File: src/rtl/led_frame_source.sv
// ----------------------------------------------------------------------------
// led_frame_source
//
// Double-buffered frame source for the LED matrix scanner. A display bank is
// shown pixel by pixel in step with a scan-slot counter, while a shadow bank
// accepts the next frame over a valid/ready handshake. The shadow frame is
// promoted only at the frame boundary, so the display never tears.
//
// Ports:
//   clk         system clock, rising edge
//   rst         synchronous active-high reset
//   scan_en     slot-advance enable (divider tick)
//   blank       forces data_led low; counter and buffers unaffected
//   wr_valid    new frame offered on wr_data
//   wr_data     frame bits, bit p = pixel p (column p/ROWS, row p%ROWS)
//   wr_ready    shadow bank free to accept a frame
//   slot_idx    current scan slot, 0 (blanking slot) .. NPIX
//   data_led    pixel bit for the current slot
//   frame_sync  high while slot_idx is 0
//   swap_pulse  one-cycle pulse, high in the cycle the new frame starts
// ----------------------------------------------------------------------------
module led_frame_source #(
  parameter  int ROWS = 4,
  parameter  int COLS = 4,
  localparam int NPIX = ROWS * COLS,
  localparam int SW   = $clog2(NPIX + 1)
) (
  input  logic            clk,
  input  logic            rst,
  input  logic            scan_en,
  input  logic            blank,
  input  logic            wr_valid,
  input  logic [NPIX-1:0] wr_data,
  output logic            wr_ready,
  output logic [SW-1:0]   slot_idx,
  output logic            data_led,
  output logic            frame_sync,
  output logic            swap_pulse
);

  logic [NPIX-1:0] disp;
  logic [NPIX-1:0] shad;
  logic            pending;
  logic [SW-1:0]   slot;
  logic            last_slot;
  logic            accept;
  logic            swap;
  logic            pix_bit;

  assign last_slot = (slot == SW'(NPIX));

  // rst gates ready combinationally so a frame offered on the reset cycle is
  // never taken.
  assign wr_ready = ~pending & ~rst;
  assign accept   = wr_valid & wr_ready;

  // Promotion happens on the enabled cycle that wraps the counter, so the new
  // frame begins with the following slot-0 cycle.
  assign swap = scan_en & last_slot & pending;

  always_ff @(posedge clk) begin
    if (rst) begin
      disp       <= '0;
      shad       <= '0;
      pending    <= 1'b0;
      slot       <= '0;
      swap_pulse <= 1'b0;
    end else begin
      if (scan_en) begin
        slot <= last_slot ? '0 : slot + SW'(1);
      end
      // swap needs pending=1 and accept needs pending=0: never both at once.
      if (swap) begin
        disp    <= shad;
        pending <= 1'b0;
      end else if (accept) begin
        shad    <= wr_data;
        pending <= 1'b1;
      end
      swap_pulse <= swap;
    end
  end

  // Slot s (1..NPIX) shows pixel s-1; slot 0 selects nothing and stays dark.
  always_comb begin
    pix_bit = 1'b0;
    for (int p = 0; p < NPIX; p++) begin
      if (slot == SW'(p + 1)) begin
        pix_bit = disp[p];
      end
    end
  end

  assign data_led   = pix_bit & ~blank;
  assign slot_idx   = slot;
  assign frame_sync = (slot == '0);

endmodule

File: config.mk
export PLATFORM = sky130hd
export DESIGN_NAME = led_frame_source
export DESIGN_NICKNAME = d
export VERILOG_FILES = /design/src/rtl/led_frame_source.sv
export SDC_FILE = /design/constraint.sdc
export NUM_CORES = 1
export LEC_CHECK = 0
export ABC_AREA = 1
export CAP_MARGIN = 20
export CORE_ASPECT_RATIO = 0.8
export CORE_MARGIN = 4
export CORE_UTILIZATION = 35
export CTS_CLUSTER_DIAMETER = 80
export DETAILED_ROUTE_END_ITERATION = 7
export HOLD_SLACK_MARGIN = 0.06
export PLACE_DENSITY_LB_ADDON = 0.05
export SLEW_MARGIN = 25
export SYNTH_ARGS = -nofsm -noshare
export SYNTH_HDL_FRONTEND = slang
export SYNTH_SLANG_ARGS = --single-unit
File: constraint.sdc
create_clock -name clk -period 2.2 [get_ports clk]
set_clock_uncertainty 0.05 [all_clocks]
set_input_delay 0.22 -clock clk [delete_from_list [all_inputs] [get_ports clk]]
set_output_delay 0.22 -clock clk [all_outputs]
set_load 0.01 [all_outputs]
# [Word-level counts from Yosys, hierarchy flattened]
# Cells that the tools add are included.
[totals] ff_bits=39 inputBits=21 output_inout_bits=9 elab_cells=51
[op_classes] add_sub_neg=1 n_eq_ne=16 n_mux=17 bitwise=9 reduce_logical=3
[ops] operator="== test 5 x 4 -> 1 bit (second input constant)" n=8
[ops] operator="== test 5 x 3 -> 1 bit (second input constant)" n=4
[ops] operator="two-way mux 1 bit" n=16
[ops] operator="== test 5 x 2 -> 1 bit (second input constant)" n=2
[ops] operator="adder 5 x 1 -> 5 bit (second input constant)" n=1
[ops] operator="bitwise AND 1 bit" n=5
[ops] operator="== test 5 x 1 -> 1 bit (second input constant)" n=1
[ops] operator="== test 5 bit (second input constant)" n=1
[ops] operator="logical NOT 5 bit" n=1
[ops] operator="two-way mux 5 bit" n=1
[ops] operator="inverter 1 bit" n=4
[ops] operator="AND reduction 2 bit" n=1
[ops] operator="OR reduction 2 bit" n=1

# [Depth between registers and ports, before layout]
# Gate-level depths: netlist of run 1.
[depth] ltp_word=18 ltp_mapped=19 depth_no_buf=19

# [Worst setup path before layout of run 1]
# OpenSTA, ideal clock, no wires.
[synth_timing] path_type="register to output" from="reg slot[0] (netlist: slot_idx[0])" to="out data_led" arrival_ps=1638 t_required_ps=1930 path_slack_ps=292 path_stages_with_launch=20 path_buffers=0 cell_sequence="dfxtp_1 -> inv_1 -> ha_1 -> inv_1 -> nand3_1 -> nand2_1 -> nand2_1 -> nand2_1 -> nand2_1 -> nand2_1 -> nand2_1 -> nand2_1 -> nand2_1 -> nand2_1 -> nand2_1 -> nand2_1 -> nand2_1 -> nand2_1 -> nand2_1 -> a21oi_2"
[synth_between] elab_chain_cells=18 elab_cells_between_ends=33 classes_between="eq/ne: 16; mux: 16; bitwise: 1"
[synth_rtl] item="from (decl)" line_no="44" rtl="logic [SW-1:0] slot;"
[synth_rtl] item="from (signal assigned)" line_no="70" rtl="slot <= last_slot ? '0 : slot + SW'(1);"
[synth_rtl] item="== test 5 x 1 -> 1 bit" line_no="88" rtl="if (slot == SW'(p + 1)) begin"
[synth_rtl] item="two-way mux 1 bit (15 in series)" line_no="88"
[synth_rtl] item="two-way mux 1 bit *" line_no="88"
[synth_rtl] item="bitwise AND 1 bit *" line_no="94" rtl="assign data_led = pix_bit & ~blank;"
[synth_rtl] item="to (decl)" line_no="36" rtl="output logic data_led,"
# Mark *: on every way between the ends. The rest lies on a longest branch, timed or not.

# [Worst setup path after layout of run 1]
# Ends and elaborated chain as after synthesis.

==> impl_results.md, run 1 <==
- Status: finished with violations
- Failing checks: setup timing
- Residual DRC: 0
- DRT iter0 DRCs: 74
- Sink Count: 39
- Syn Inst Count: 232
- Die H: 71.7 um
- Layout Cells excl Fill: approximately 350
- Antenna diode count: 0
- Peak VDD IR: about 370 uV
- Final wirelength: 4040 um
- Max-cap violation count: 0
- Post-Syn Area per Cell: about 7.7 um2
- Reg2reg path depth: 12
- Post-synthesis sequential area ratio: 0.440
- Fin crit period: 2230 ps
- Final count of negative-setup-slack endpoints: 1
- Core area: 4730 um2
- Post-DR vias/cell: 4.53
- IO Count: 30
- Post-synthesis cell area: 1780 um2
- Worst Min Path Start: shad[5]
- Cells after DPL: 336
- PwrDens: roughly 600 nW/um2
- Reg-to-Reg End: disp[10]
- Clk Latency, worst-skew pair: between 200 and 300 ps
- Worst slew pin tran: 304 ps
- RePlAce Congestion: 0.827
- Most frequent cells in the layout: inv_1 (38), nand2_1 (38), dfxtp_1 (37)
- Port Buffers: 29
- Fin crit share: 1.01
- Relative slew margins: 0.797
- Detailed-route via count: approximately 1600
- Max clock buf depth: 2
- R2R Path Start: slot_idx[1]
- First-pass GRT wire length: 6810 um
- Vias in the first global route: 1481
- Antenna Nets Post-Route: 0
- Met3 Usage GRT: 0.0391
- Maximum number of pins on one net before global-route repair: 33
- Setup WS post-layout: -26.7 ps
- FF-to-FF setup slack: 250 ps
- Initial antenna violation count: 0
- Total power: 0.00146 W
- # fillers: 496
- Worst setup SP type: register
- HP Class: reg -> reg
- Yosys reg bits: 39
- CTS root buf: clkbuf_8
- Final #Nets: just over 300
- Setup TNS Final: -26.7 ps
- GRT busiest layer: met1
- Place WS: -227 ps
- GRT Util Overall: 0.138
- Hpwl dp: 3120 um
- Cell mode on critical path: nand2_1
- H-tree depth: 2
- Die ar.: 6280 um2
- CP required: 1930 ps
- Final Hold Vio Count: 0
- Layout cell share with drive strength beyond 1: 0.228
- Net Count, Synth: 258
- Std-Cell Rows: 22
- Starting Density: 0.375
- CTS Buf Count: 5
- WL/cell: 11.7 um
- Met2 Use GR: 0.194
- Hold_buf cts: 0
- Yosys cell types: 26
- TritonRoute pass-1 iters: 4
- CP peak stage delay: 400 ps
- CP Cell Sequence: inv_4 -> ha_4 -> inv_2 -> nand3_2 -> nand2_1 -> nand2_1 -> nand2_1 -> nand2_1 -> nand2_1 -> nand2_1 -> nand2_1 -> nand2_1 -> nand2_1 -> nand2_1 -> nand2_1 -> nand2_1 -> nand2_1 -> nand2_1 -> a21oi_2 -> buf_2
- CP Capture Point: data_led
- Routing usage on met1: 0.200
- Grt total ovfl: 0
- Synth warn: 0
- Leakage power: 0.980 nW
- Clock transition at path regs: roughly 80 ps
- CP max stage cell: dfxtp_4
- Final Max Slew Viols: 0
- RSZ-0062 raised after global routing: true
- Area delta synth->final: 37.4%
- Achievable frequency: 0.449 GHz
- Type of the worst setup path: reg -> out
- Element type at the critical path end: output port
- Worst Path Arrival: 1960 ps
- CTS tree: built
- Die width: 87.6 um
- Origin of the worst setup path: slot_idx[0]
- Crit Path Max Fanout: 4
==> cell usage after synthesis, drive strengths merged <==
library cell / n / share of area
a211oi: 2 / 0.0085
dfxtp: 39 / 0.44
buf: 4 / 0.013
inv: 49 / 0.10
o22ai: 6 / 0.021
o31ai: 17 / 0.072
o21ai: 17 / 0.058
ha: 5 / 0.035
nand3: 20 / 0.056
nor2: 18 / 0.049
clkbuf: 4 / 0.0085
nand2: 40 / 0.087
nor3: 3 / 0.015
xor2: 2 / 0.0099
a21oi: 4 / 0.013
o21bai: 2 / 0.0085
==> per-layer routing <==
metal  wire length [um]  share of wire
met1               2200           0.54
met3                202          0.050
met2               1590           0.39
met4                 48          0.012
met5                  0              0
==> cell families (layout without fill, tap and decap cells) <==
family	after synthesis	after routing	synth area share
AOI/OAI and AO/OA	48	48	0.182
xor gates and xnor gates	2	2	0.00987
adders and majority gates	5	5	0.0352
buffers and inverters	57	110	0.125
DFF	39	39	0.440
and+or+nand+nor	81	81	0.208
==> how the worst min path moves through the flow <==
stage	cells after the start	to	slack (ps)
global route	3	shad[12]	430
finish	2	shad[5]	420
global placement	2	shad[1]	410
CTS	3	shad[14]	430
floorplan	1	swap_pulse	240
detailed placement	2	shad[5]	410
==> final cells by class <==
type,instances,area (um2),area share
Tap cell,60,75.1,0.0308
Multi-Input combinational cell,136,835,0.342
Clock inverter,2,12.5,0.00513
Sequential cell,39,788,0.323
Timing Repair Buffer,53,468,0.192
Inverter,49,189,0.0774
Clock buffer,6,72.6,0.0297
==> state kept, by name (all words and copies together) (netlist names) <==
name	cells
disp	16
pending	1
shad	16
slot_idx	5
swap_pulse	1
==> stage by stage <==
step	instance area (um2)	util	hold slack [ps]
after floorplan	1780	-	242
after global placement	2280	0.482	410
after detailed placement	2280	0.482	410
after CTS	2440	0.515	425
after global routing	2440	0.515	428
final	2440	0.515	421
==> critical path: cells and delay by family (launching register included) <==
kind / cells / cell delay, ps
flops: 1 / 400
fa+ha+maj: 1 / 160
compound gates: 1 / 110
buf+inv: 3 / 250
simple gates: 15 / 750
==> where the power goes <==
part           internal (W)  total, W  switching [W]
Clock              0.000222  0.000476       0.000254
Sequential         0.000734  0.000750      0.0000165
Combinational      0.000123  0.000234       0.000112
Total               0.00108   0.00146       0.000383
==> timing repair <==
item	4_1_cts	5_1_grt
setup endpoints to repair	2	2
gates resized for setup	25	1
setup buffers	1	0
pin swaps	2	0
Note: power is estimated with default switching activity, not from simulation.
==> run 2, diff against run 1 <==
GPL_ROUTABILITY_DRIVEN = 0   (was not set)
PLACE_DENSITY = 0.59   (was not set)
PLACE_DENSITY_LB_ADDON = not set   (was 0.05)
==> run 2 against run 1 <==
  * The flow still finishes with violations (setup timing)
  * Global-route usage fell by 0.46 points
  * Final area fell by 2.1%
  * Register-to-register slack barely moved
  * Critical endpoint unchanged
  * Largest cell class unchanged
==> impl_results.md, run 2 (same netlist as run 1, synthesis figures left out) <==
- Clk Latency, worst-skew pair: 300 ps
- Antenna diode count: 0
- Post-CTS Setup Bufs: 0
- Met2 wire length: ~1400 um
- FF-to-FF setup slack: 260 ps
- Port Buffers: 29
- R2R Path Start: slot_idx[0]
- Element type at the critical path end: output port
- Peak VDD IR: 320 uV
- Most frequent cells in the layout: inv_1 (40), nand2_1 (38), dfxtp_1 (37)
- Hold WS: 420 ps
- Initial antenna violation count: 0
- Starting Density: 0.375
- Worst Min Path Start: wr_data[15]
- Setup WS post-layout: -24.2 ps
- Residual DRC: 0
- Worst Path Arrival: 1950 ps
- Layout cell share with drive strength beyond 1: 0.216
- Worst setup SP type: register
- Failing checks: setup timing
- Total power: 0.00148 W
- Type of the worst setup path: reg -> out
- Hold Crit Depth: 3
- TritonRoute pass-1 iters: 4
- Post-layout util: 0.505
- Post-DR vias/cell: 4.59
- Vias in the first global route: 1502
- Crit Path Max Fanout: 5
- Met1 wire length: 1990 um
- GRT Util Overall: 0.133
- First-pass GRT wire length: 6580 um
- CTS root buf: clkbuf_8
- CP required: 1930 ps
- Reg2reg path depth: 12
- Antenna Nets Post-Route: 0
- Die width: ~88 um
- Achievable frequency: 0.450 GHz
- Fin crit period: between 2000 and 2500 ps
- Area delta synth->final: 34.6%
- Die H: between 70 and 80 um
- Std-Cell Rows: 22
- Detailed-route via count: approximately 1600
- DR WL met3: approximately 280 um
- CTS Buf Count: 5
- Reg-to-Reg End: disp[10]
- Sink Count: 39
- WHS Endpoint: shad[15]
- Relative slew margins: 0.798
- WL/cell: 11.0 um
- Final count of negative-setup-slack endpoints: 1
- Status: finished with violations
- Hpwl dp: ~2900 um
- HP Class: in -> reg
- Core area: roughly 4700 um2
- DRT iter0 DRCs: 109
- PwrDens: 620 nW/um2
- Worst slew pin tran: 302 ps
- Die ar.: roughly 6300 um2
- IO Count: 30
- Final Hold Vio Count: 0
- Maximum number of pins on one net before global-route repair: 27
- Clock transition at path regs: 80 ps
- Final Max Slew Viols: 0
- Most common cell after layout, fill and taps aside: inv_1
- CTS tree: built
- RSZ-0062 raised after global routing: true
- Max clock buf depth: 2
- Setup TNS Final: -24.2 ps
- Final wirelength: 3780 um
- Post-route cell area: approximately 2400 um2
- Leakage power: between 0.9 and 1 nW
- Grt total ovfl: 0
- Cell Area, Placed: 2270 um2
- Top layer reached by signal wires: met4
- H-tree depth: 2
- Fin crit share: 1.01
- Max-cap violation count: 0
- Final #Nets: 308
==> run 2: changes by cell type in the layout (fill, tap and decap cells not counted), moves of 2 or more <==
cell / change
ha_2: +3
ha_4: -3
buf_4: -2
inv_1: +2
inv_4: -2
==> run 2: power breakdown <==
group	internal [W]	switching [W]
Combinational	0.000110	0.000106
Clock	0.000256	0.000261
Sequential	0.000734	0.0000131
Total	0.00110	0.000380
==> run 2: layout make-up <==
type | count | area [um2]
Sequential cell | 39 | 786
Inverter | 49 | 184
Clock buffer | 6 | 82.6
Timing Repair Buffer | 51 | 449
Multi-Input combinational cell | 136 | 800
Fill cell | 491 | 2340
Tap cell | 60 | 75.1
Clock inverter | 2 | 13.8
==> run 2: critical path, stage by stage, from the launching register on <==
cell and delay (ps):
dfxtp_4 360, ha_2 210, inv_1 80, nor2_1 40
nor2_1 80, nand2_1 60, nand2_1 50, nand2_1 40
nand2_1 50, nand2_1 40, nand2_1 50, nand2_1 40
nand2_1 50, nand2_1 40, nand2_1 50, nand2_1 40
nand2_1 50, nand2_1 60, a21oi_2 120, buf_2 140
==> run 2: timing repair <==
action	in CTS	in global routing
setup endpoints to repair	2	1
gates resized for setup	15	1
hold buffers	0	0
==> run 2: how the worst max path moves through the flow <==
stage	start	endpoint	slack, ps
floorplan	slot_idx[0]	data_led	290
global placement	slot_idx[0]	data_led	-180
detailed placement	slot_idx[0]	data_led	-230
CTS	slot_idx[0]	data_led	-30
global route	slot_idx[1]	data_led	-300
finish	slot_idx[0]	data_led	-20
==> run 2: layer usage <==
layer	GRT usage	vias up
li1	-	851
met1	0.186	671
met2	0.190	46
met3	0.0368	7
met4	0.0613	0
met5	0	-
==> run 2: stage by stage <==
step,instances,worst slack (ps)
4_1_cts,343,-34.7
3_5_place_dp,335,-226
6_report,343,-24.2
3_3_place_gp,335,-179
5_1_grt,343,-303
2_1_floorplan,232,292
